==> src/rtl/psum_acc_pkg.sv <==
// Shared constants and width helpers for the psum channel accumulator.
package psum_acc_pkg;

   // Output mode selected by sat_en
   localparam logic SAT_MODE_WRAP  = 1'b0;
   localparam logic SAT_MODE_CLAMP = 1'b1;

   function automatic int clog2(input int unsigned n);
      int          r;
      int unsigned v;
      r = 0;
      v = 1;
      while (v < n) begin
         v = v << 1;
         r = r + 1;
      end
      return r;
   endfunction

   // Enough headroom to sum `channels` IN_W-bit psums without overflow
   function automatic int acc_width(input int in_w, input int channels);
      return in_w + clog2(channels) + 1;
   endfunction

   // Counter width, at least one bit even for a single-entry range
   function automatic int idx_width(input int n);
      return (n > 1) ? clog2(n) : 1;
   endfunction

endpackage

==> src/rtl/psum_sat_relu.sv <==
// Final-channel post-processing: optional ReLU, then saturate or wrap to OUT_W.
module psum_sat_relu
   import psum_acc_pkg::*;
#(
   parameter int ACC_W = 24,
   parameter int OUT_W = 21
)(
   input  logic [ACC_W-1:0] sum,
   input  logic             relu_en,
   input  logic             sat_en,
   output logic [OUT_W-1:0] result,
   output logic             clipped
);

   logic [ACC_W-1:0] rect;

   // Clamp negative sums to zero when ReLU is enabled
   always_comb begin
      rect = sum;
      if (relu_en && sum[ACC_W-1])
         rect = '0;
   end

   generate
      if (OUT_W < ACC_W) begin : g_narrow
         logic [ACC_W-OUT_W:0] hi;
         logic                 over;

         // Out of range when the bits above the OUT_W sign bit are not a pure sign extension
         always_comb begin
            hi      = rect[ACC_W-1:OUT_W-1];
            over    = ~((&hi) | ~(|hi));
            clipped = over;
            result  = rect[OUT_W-1:0];
            if (over && (sat_en == SAT_MODE_CLAMP))
               result = rect[ACC_W-1] ? {1'b1, {(OUT_W-1){1'b0}}}
                                      : {1'b0, {(OUT_W-1){1'b1}}};
         end
      end else begin : g_full
         logic unused_sat_en;

         // Output as wide as the accumulator: nothing can clip
         always_comb begin
            unused_sat_en = sat_en;
            clipped       = 1'b0;
            result        = rect[OUT_W-1:0];
         end
      end
   endgenerate

endmodule

==> src/rtl/psum_channel_acc.sv <==
// Channel-major psum reducer: per-batch running sums, one OUT_W result per batch.
module psum_channel_acc
   import psum_acc_pkg::*;
#(
   parameter int BATCHES  = 4,
   parameter int CHANNELS = 3,
   parameter int IN_W     = 21,
   parameter int OUT_W    = 21,
   parameter int ACC_W    = acc_width(IN_W, CHANNELS)
)(
   input  logic             clock,
   input  logic             reset,
   input  logic             start,
   input  logic             sat_en,
   input  logic             relu_en,
   input  logic [IN_W-1:0]  in_data,
   input  logic             in_valid,
   output logic             in_ready,
   output logic [OUT_W-1:0] out_data,
   output logic             out_valid,
   input  logic             out_ready,
   output logic             out_last,
   output logic             sat_flag
);

   localparam int BW = idx_width(BATCHES);
   localparam int CW = idx_width(CHANNELS);
   localparam logic [BW-1:0] B_LAST = BW'(BATCHES - 1);
   localparam logic [CW-1:0] C_LAST = CW'(CHANNELS - 1);

   logic [BW-1:0]    batch_idx, cur_b, nxt_b;
   logic [CW-1:0]    ch_idx, cur_c, nxt_c;
   logic [ACC_W-1:0] acc [BATCHES];
   logic [ACC_W-1:0] base, sum;
   logic             accept, last_ch;
   logic [OUT_W-1:0] result;
   logic             clipped;

   assign in_ready = ~out_valid | out_ready;

   // Position of the current beat (start forces c0b0), running sum and next counters
   always_comb begin
      accept  = in_valid & in_ready;
      cur_b   = start ? '0 : batch_idx;
      cur_c   = start ? '0 : ch_idx;
      last_ch = (cur_c == C_LAST);
      base    = (cur_c == '0) ? '0 : acc[cur_b];
      sum     = base + {{(ACC_W-IN_W){in_data[IN_W-1]}}, in_data};
      nxt_b   = cur_b;
      nxt_c   = cur_c;
      if (accept) begin
         if (cur_b == B_LAST) begin
            nxt_b = '0;
            nxt_c = last_ch ? '0 : cur_c + 1'b1;
         end else begin
            nxt_b = cur_b + 1'b1;
         end
      end
   end

   psum_sat_relu #(
      .ACC_W (ACC_W),
      .OUT_W (OUT_W)
   ) u_sat_relu (
      .sum     (sum),
      .relu_en (relu_en),
      .sat_en  (sat_en),
      .result  (result),
      .clipped (clipped)
   );

   // Batch/channel counters
   always_ff @(posedge clock) begin
      if (reset) begin
         batch_idx <= '0;
         ch_idx    <= '0;
      end else begin
         batch_idx <= nxt_b;
         ch_idx    <= nxt_c;
      end
   end

   // Per-batch running sums; the final channel goes straight to the output
   always_ff @(posedge clock) begin
      if (reset) begin
         for (int unsigned i = 0; i < BATCHES; i++)
            acc[i] <= '0;
      end else if (accept && !last_ch) begin
         acc[cur_b] <= sum;
      end
   end

   // Output register with hold under backpressure, plus sticky clip flag
   always_ff @(posedge clock) begin
      if (reset) begin
         out_data  <= '0;
         out_valid <= 1'b0;
         out_last  <= 1'b0;
         sat_flag  <= 1'b0;
      end else begin
         if (accept && last_ch) begin
            out_data  <= result;
            out_valid <= 1'b1;
            out_last  <= (cur_b == B_LAST);
         end else if (out_ready) begin
            out_valid <= 1'b0;
            out_last  <= 1'b0;
         end
         // A clip on a beat accepted with start belongs to the new frame, so it wins
         if (accept && last_ch && clipped)
            sat_flag <= 1'b1;
         else if (start)
            sat_flag <= 1'b0;
      end
   end

endmodule

==> config.mk <==
export PLATFORM = sky130hd
export DESIGN_NAME = psum_channel_acc
export DESIGN_NICKNAME = d
export VERILOG_FILES = /design/src/rtl/psum_acc_pkg.sv /design/src/rtl/psum_sat_relu.sv /design/src/rtl/psum_channel_acc.sv
export SDC_FILE = /design/constraint.sdc
export NUM_CORES = 1
export LEC_CHECK = 0
export ABC_CLOCK_PERIOD_IN_PS = 6000
export CORE_MARGIN = 2
export CORE_UTILIZATION = 57
export DETAILED_ROUTE_END_ITERATION = 6
export GPL_TIMING_DRIVEN = 0
export PLACE_DENSITY_LB_ADDON = 0.25
export SYNTH_ARGS = -nofsm -noshare
export SYNTH_HDL_FRONTEND = slang
export SYNTH_SLANG_ARGS = --single-unit
==> constraint.sdc <==
create_clock -name clock -period 6 [get_ports clock]
set_input_delay 1.2 -clock clock [delete_from_list [all_inputs] [get_ports clock]]
set_output_delay 1.2 -clock clock [all_outputs]
set_load 0.005 [all_outputs]
After elaboration in Yosys (flattened, before gate mapping)
Memory sizes are Yosys's and may differ from the RTL's.
Index checks and enable logic that the tools add are counted.
W data, S select, Z words.

operators by class
  muxes and demuxes = 24
  equality and inequality tests = 2
  add/subtract/negate cells = 3
  bitwise operators = 6
  reductions and logical operators = 12

operators by type and width
  cell                   number
  $mux W24               3
  $mux W21               2
  $add A24 B24 Y24       1
  $reduce_or A24 Y1      1
  $mux W2                8
  $mux W1                11
  $logic_and A1 B1 Y1    5
  $add A2 B1 Y2 const B  2
  $eq A2 B2 Y1 const B   2
  $reduce_and A4 Y1      1
  $reduce_bool A2 Y1     2
  $reduce_or A4 Y1       1
  $not A1 Y1             3
  $logic_not A2 Y1       1
  $or A1 B1 Y1           2
  $and A1 B1 Y1          1
  $logic_not A1 Y1       1

storage, ports and cells
  output and inout port bits = 25
  bits in writable memories = 96
  register bits = 28
  logic and storage cells = 54
  bits of input ports = 28
  memories = 1

memory list
  name  words  width  read ports  clocked after Yosys merged registers in  wr ports  line                    text
  acc   4      24     1           0                                        4         psum_channel_acc.sv:33  logic [ACC_W-1:0] acc [BATCHES];

Longest topological paths before layout
  word-level depth = 12
  mapped depth = 16
  mapped depth without buffers = 13

By module
Synthesis repeated with hierarchy kept, for this count alone.

unflattened totals
  cell total of the unflattened synthesis = 724
  area, all modules = 7045.5 µm²

modules (own cells, without submodules)
  module            times used  cells each  sequential area each (µm²)  area an instance (µm²)
  psum_channel_acc  1           689         3443.3                      6791.5
  psum_sat_relu     1           35          0.0                         254.0

Worst setup path before layout
No wires, ideal clock.

  kind = input to register
  start point = input start
  end point = register out_data[20]
  path slack = 1.396 ns
  required time = 5.904 ns
  arrival time = 4.508 ns
  stages on the path = 14
  path buffers = 2
  setup time = 0.096 ns
  path through = nand2b_1 buf_4 clkbuf_1 mux2i_1 a211oi_1 ha_1 and2_2 a221oi_2 a21oi_1 o2111ai_2 a31oi_1 nor2_4 mux2_4 o41ai_2

between the ends
  word-level cells in the longest chain between the ends = 12
  elaborated cells between the ends (all ways) = 18
  those cells by class = 1 x add/sub; 1 x eq/ne; 6 x mux; 3 x bitwise; 6 x reduce/logical; 1 x memory

ends and longest elaborated chain
  item                                                       line                                            text
  start: declaration                                         psum_channel_acc.sv:13                          input logic start,
  $mux W2 (on tied branches)                                 psum_channel_acc.sv:44, psum_channel_acc.sv:45
  $mem_v2 Z4 W24 / $logic_not A2 Y1 (equally long branches)  n/a
  $mux W24                                                   psum_channel_acc.sv:47                          base = (cur_c == '0) ? '0 : acc[cur_b];
  $add A24 B24 Y24                                           psum_channel_acc.sv:48                          sum = base + {{(ACC_W-IN_W){in_data[IN_W-1]}}, in_data};
  $logic_and A1 B1 Y1                                        psum_sat_relu.sv:20                             if (relu_en && sum[ACC_W-1])
  $mux W24                                                   psum_sat_relu.sv:20
  $reduce_or A4 Y1                                           psum_sat_relu.sv:32                             over = ~((&hi) | ~(|hi));
  $not A1 Y1                                                 psum_sat_relu.sv:32
  $or A1 B1 Y1                                               psum_sat_relu.sv:32
  $not A1 Y1                                                 psum_sat_relu.sv:32
  $logic_and A1 B1 Y1                                        psum_sat_relu.sv:35                             if (over && (sat_en == SAT_MODE_CLAMP))
  $mux W21                                                   psum_sat_relu.sv:35
  end signal: assignment                                     psum_channel_acc.sv:102                         out_data <= result;
  end: declaration                                           psum_channel_acc.sv:19                          output logic [OUT_W-1:0] out_data,

Several ways; a longest one is shown, not always the timed one.
A chain may end at the register's enable or synchronous reset.

Worst setup path after layout
  start point = input start
  end point = register out_data[4]

Same word-level chain as after synthesis.

==> flow_summary.rst <==
.. list-table::
   :header-rows: 1

   * - Metric
     - Value
   * - Final cycle utilization of the critical path
     - a little over nine tenths
   * - Top_reg_cell synth
     - edfxtp_1
   * - Num Clock Sinks
     - between 100 and 150
   * - Max-cap viol count
     - 0
   * - Required time of the critical path
     - 6.30 ns
   * - Peak supply drop
     - slightly above 0.2 mV
   * - Launching element type of the critical path
     - input port
   * - Endpoints failing setup
     - 0
   * - Fin area
     - 0.008097 mm2
   * - IO buf count
     - 51
   * - Bufs on Longest Clock Path
     - 2
   * - Floorplan die area
     - 0.01282 mm2
   * - Row cnt
     - 39
   * - Largest cells by area after synthesis
     - edfxtp_1 (42%), dfxtp_1 (8.2%), nor2_1 (6.2%), a211oi_1 (5.5%), ha_1 (4.4%)
   * - FFs w/ async S/R, synth
     - 0%
   * - Router iterations before antenna repair
     - 7
   * - Worst Path Class, Setup
     - in2reg
   * - Critical path buffer and inverter count
     - 4
   * - Largest fanout of any net on the critical path
     - 10
   * - Slew margin rel.
     - 11.62%
   * - Run status
     - complete, but fails checks
   * - RSZ-0062 raised after global routing
     - false
   * - Yosys warning count
     - 0
   * - Number of storage elements in the synthesis netlist
     - 124
   * - Static leakage
     - 3.143 nW
   * - Core Util, Final
     - 70.31%
   * - Final TNS setup
     - 0 ns
   * - Fraction of synthesized cell area taken by the top area cell type
     - 42.40%
   * - Master cell of the clock root buffer
     - clkbuf_16
   * - Die span in y
     - 113.2 um
   * - Number of design rule violations left after detail routing
     - 1
   * - Largest stage delay on the critical path
     - approximately 0.62 ns
   * - Yosys cell types
     - 74
   * - Largest net degree at the start of global routing
     - 25
   * - Nets in the synthesized netlist
     - about 710
   * - Syn avg cell area
     - approximately 10 um2
   * - Maximum frequency from static timing analysis
     - 172.0 MHz
   * - Hold_ws
     - just under 0.5 ns
   * - Register area
     - 0.003443 mm2
   * - Global-route wire length before repair
     - 28900 um
   * - Share of cells above drive strength 1
     - 9.608%
   * - Overall Global Routing Usage
     - between 20% and 30%
   * - Core area
     - 0.01152 mm2
   * - Diode count
     - 0
   * - Top cell family by delay on the critical path
     - buffers and inverters
   * - Horizontal extent of the die
     - around 110 um
   * - Overall via count from detail_route
     - about 5600
   * - Clock insertion delay at the later pin of the skew report
     - 0.43 ns
   * - Vias in the first global route
     - between 5000 and 6000
   * - Failing checks
     - design-rule violations
   * - Synthesized area
     - 0.006799 mm2
   * - Number of clock buffers inserted by TritonCTS
     - 17
   * - Number of filler instances in the final layout
     - 841
   * - Clock Skews
     - 0.007838 ns
   * - Count of pins on the block boundary
     - 53
   * - Placed instance area
     - 0.007530 mm2
   * - Instance count of the mapped netlist
     - approximately 660
   * - Power per cell area
     - 262.1 mW/mm2
   * - Multi-input gate area
     - 0.003093 mm2
   * - Synth area leader
     - edfxtp_1
   * - Sort of element at the end of the critical path
     - flop
   * - Final max-slew violation count
     - 0
   * - Chain of cells forming the critical path
     - clkdlybuf4s50_1 > nand2b_1 > clkbuf_1 > clkbuf_1 > a211oi_1 > fa_1 > a211oi_1 > o21ai_1 > o2111a_1 > nor3_1 > o21ai_0 > nor4b_4 > o311ai_2 > buf_6 > a21oi_1
   * - Antenna-violating nets left
     - 0
   * - Cts hold-fix bufs
     - 0
   * - Gp weighted congestion
     - 0.9077
   * - Starting utilization of the core area
     - 59.04%
   * - Detailed-route wire length per cell
     - 20.83 um
   * - Worst Max-Slew Pin Slew
     - ~1.3 ns
   * - Final HPWL DP
     - 12350 um
   * - Area growth from synthesis to final layout
     - 19.08%
   * - CTS tree
     - yes
   * - Final hold viol count
     - 0
   * - PnR Total Power
     - 2.122 mW
   * - Post-layout min period
     - 5.814 ns
   * - Slowest cell on the critical path
     - clkdlybuf4s50_1
   * - Total wirelength of the detailed-routed design
     - around 18000 um
   * - H-tree depth
     - 4
   * - Number of enable-type register cells in the synthesized netlist
     - 96
   * - Final layout net count
     - 779
   * - Residual overflow from global routing
     - 0
   * - Data arrival at the endpoint of the critical path
     - 6.12 ns
   * - Hold WC Path Type
     - reg2reg
   * - Register clock-pin slew on the reported worst setup and hold paths
     - 0.06 ns
   * - Antenna violations before repair
     - 0
   * - Routed vias/inst
     - 6.332
   * - Share of the yosys chip area belonging to registers
     - 50.64%
   * - Detailed Route Iter0 Violations
     - around 510
## routing by layer
layer / vias up / global-route usage (%) / part of all wire, %
met5: - / 0 / 0
met2: 290 / 47.47 / 47
met1: 2679 / 38.19 / 40
met3: 69 / 6.320 / 8.9
li1: 2547 / - / -
met4: 0 / 15.28 / 3.8
## logic make-up (layout without fill, tap and decap cells)
| kind of cell | count (synthesis) | in the layout | synth area share (%) |
|---|---|---|---|
| muxes | 24 | 24 | 3.607 |
| AOI/OAI and AO/OA | 173 | 173 | 18.00 |
| xor gates and xnor gates | 16 | 16 | 2.171 |
| adders and majority gates | 25 | 25 | 4.711 |
| DFF | 124 | 124 | 50.64 |
| and+or+nand+nor | 236 | 236 | 16.80 |
| buffers and inverters | 57 | 141 | 4.067 |
## path summary, 6_finish.rpt
check | slack [ns] | end | cells past startpoint | startpoint
max | 0.19 | out_data[4] | 15 | start
max reg2reg | 0.78 | out_data[4] | 15 | batch_idx[0]
min reg2reg | 0.50 | out_data[20] | 2 | out_data[20]
min | 0.50 | out_data[20] | 2 | out_data[20]
## worst register-to-register path: cells and delay by family, from the launching register on
family	cells	cell delay, ns
adders and majority gates	1	0.24
DFF	1	0.46
buffers and inverters	4	1.71
AOI/OAI and AO/OA	9	2.59
and+or+nand+nor	1	0.11
## through the flow
stage | setup slack (ns) | instances
final | 0.1855 | 882
after global routing | 0.001684 | 882
after CTS | 0.1679 | 882
after detailed placement | -0.2639 | 850
after global placement | -0.07073 | 849
after floorplan | 1.396 | 655
## synthesized netlist by cell type, drive strengths merged, types with 4 or more instances
| cell type | count |
|---|---|
| o21a | 4 |
| nor2 | 114 |
| nor3b | 4 |
| o21ai | 23 |
| nor2b | 26 |
| nand2b | 7 |
| ha | 24 |
| a31oi | 7 |
| nand2 | 42 |
| inv | 16 |
| or2 | 5 |
| a211oi | 51 |
| clkbuf | 32 |
| nand4 | 4 |
| a21oi | 43 |
| mux2i | 23 |
| xor2 | 6 |
| buf | 8 |
| nand3 | 11 |
| nor3 | 5 |
| edfxtp | 96 |
| or3 | 5 |
| xnor2 | 10 |
| dfxtp | 28 |
| o211ai | 7 |
| a21o | 12 |
## placed cells by master, fill, tap and decap left out, types with 5 or more instances in the layout
master,netlist,layout
nor2_1,113,113
o21ai_0,20,20
xnor2_1,10,10
inv_1,16,16
or2_2,5,5
clkbuf_16,0,18
o211ai_1,6,6
mux2i_1,23,23
a21oi_1,43,43
clkdlybuf4s50_1,0,51
dfxtp_1,28,28
clkbuf_1,30,33
a211oi_1,50,50
ha_1,24,24
edfxtp_1,96,96
nor3_1,5,5
nand2_1,42,42
nand2b_1,7,7
or3_1,5,5
nor2b_1,26,26
nand3_1,10,10
a21o_1,11,11
xor2_1,5,5
## report_power, final
group,internal [mW],total (mW),switching [mW]
clock,0.614,0.980,0.366
sequential,0.962,0.972,0.00944
combinational,0.0598,0.170,0.110
## state kept, by name, indices dropped and copies added, names as in the netlist
register   count
out_data      21
batch_idx      2
sat_flag       1
out_last       1
out_valid      1
ch_idx         2
acc           96
## final cells by class
type / count / share of cell area [%]
Clock inverter: 6 / 0.7109
Sequential cell: 124 / 42.53
Multi-Input combinational cell: 474 / 38.20
Inverter: 16 / 0.7418
Timing Repair Buffer: 52 / 6.645
Clock buffer: 26 / 6.181
Tap cell: 143 / 2.210
Buffer: 41 / 2.782
## repair_timing
action / CTS / global route
gates resized for setup: 0 / 6
endpoints found under the setup margin: 0 / 22
setup buffers: 0 / 0
(Power assumes the default switching activity.)
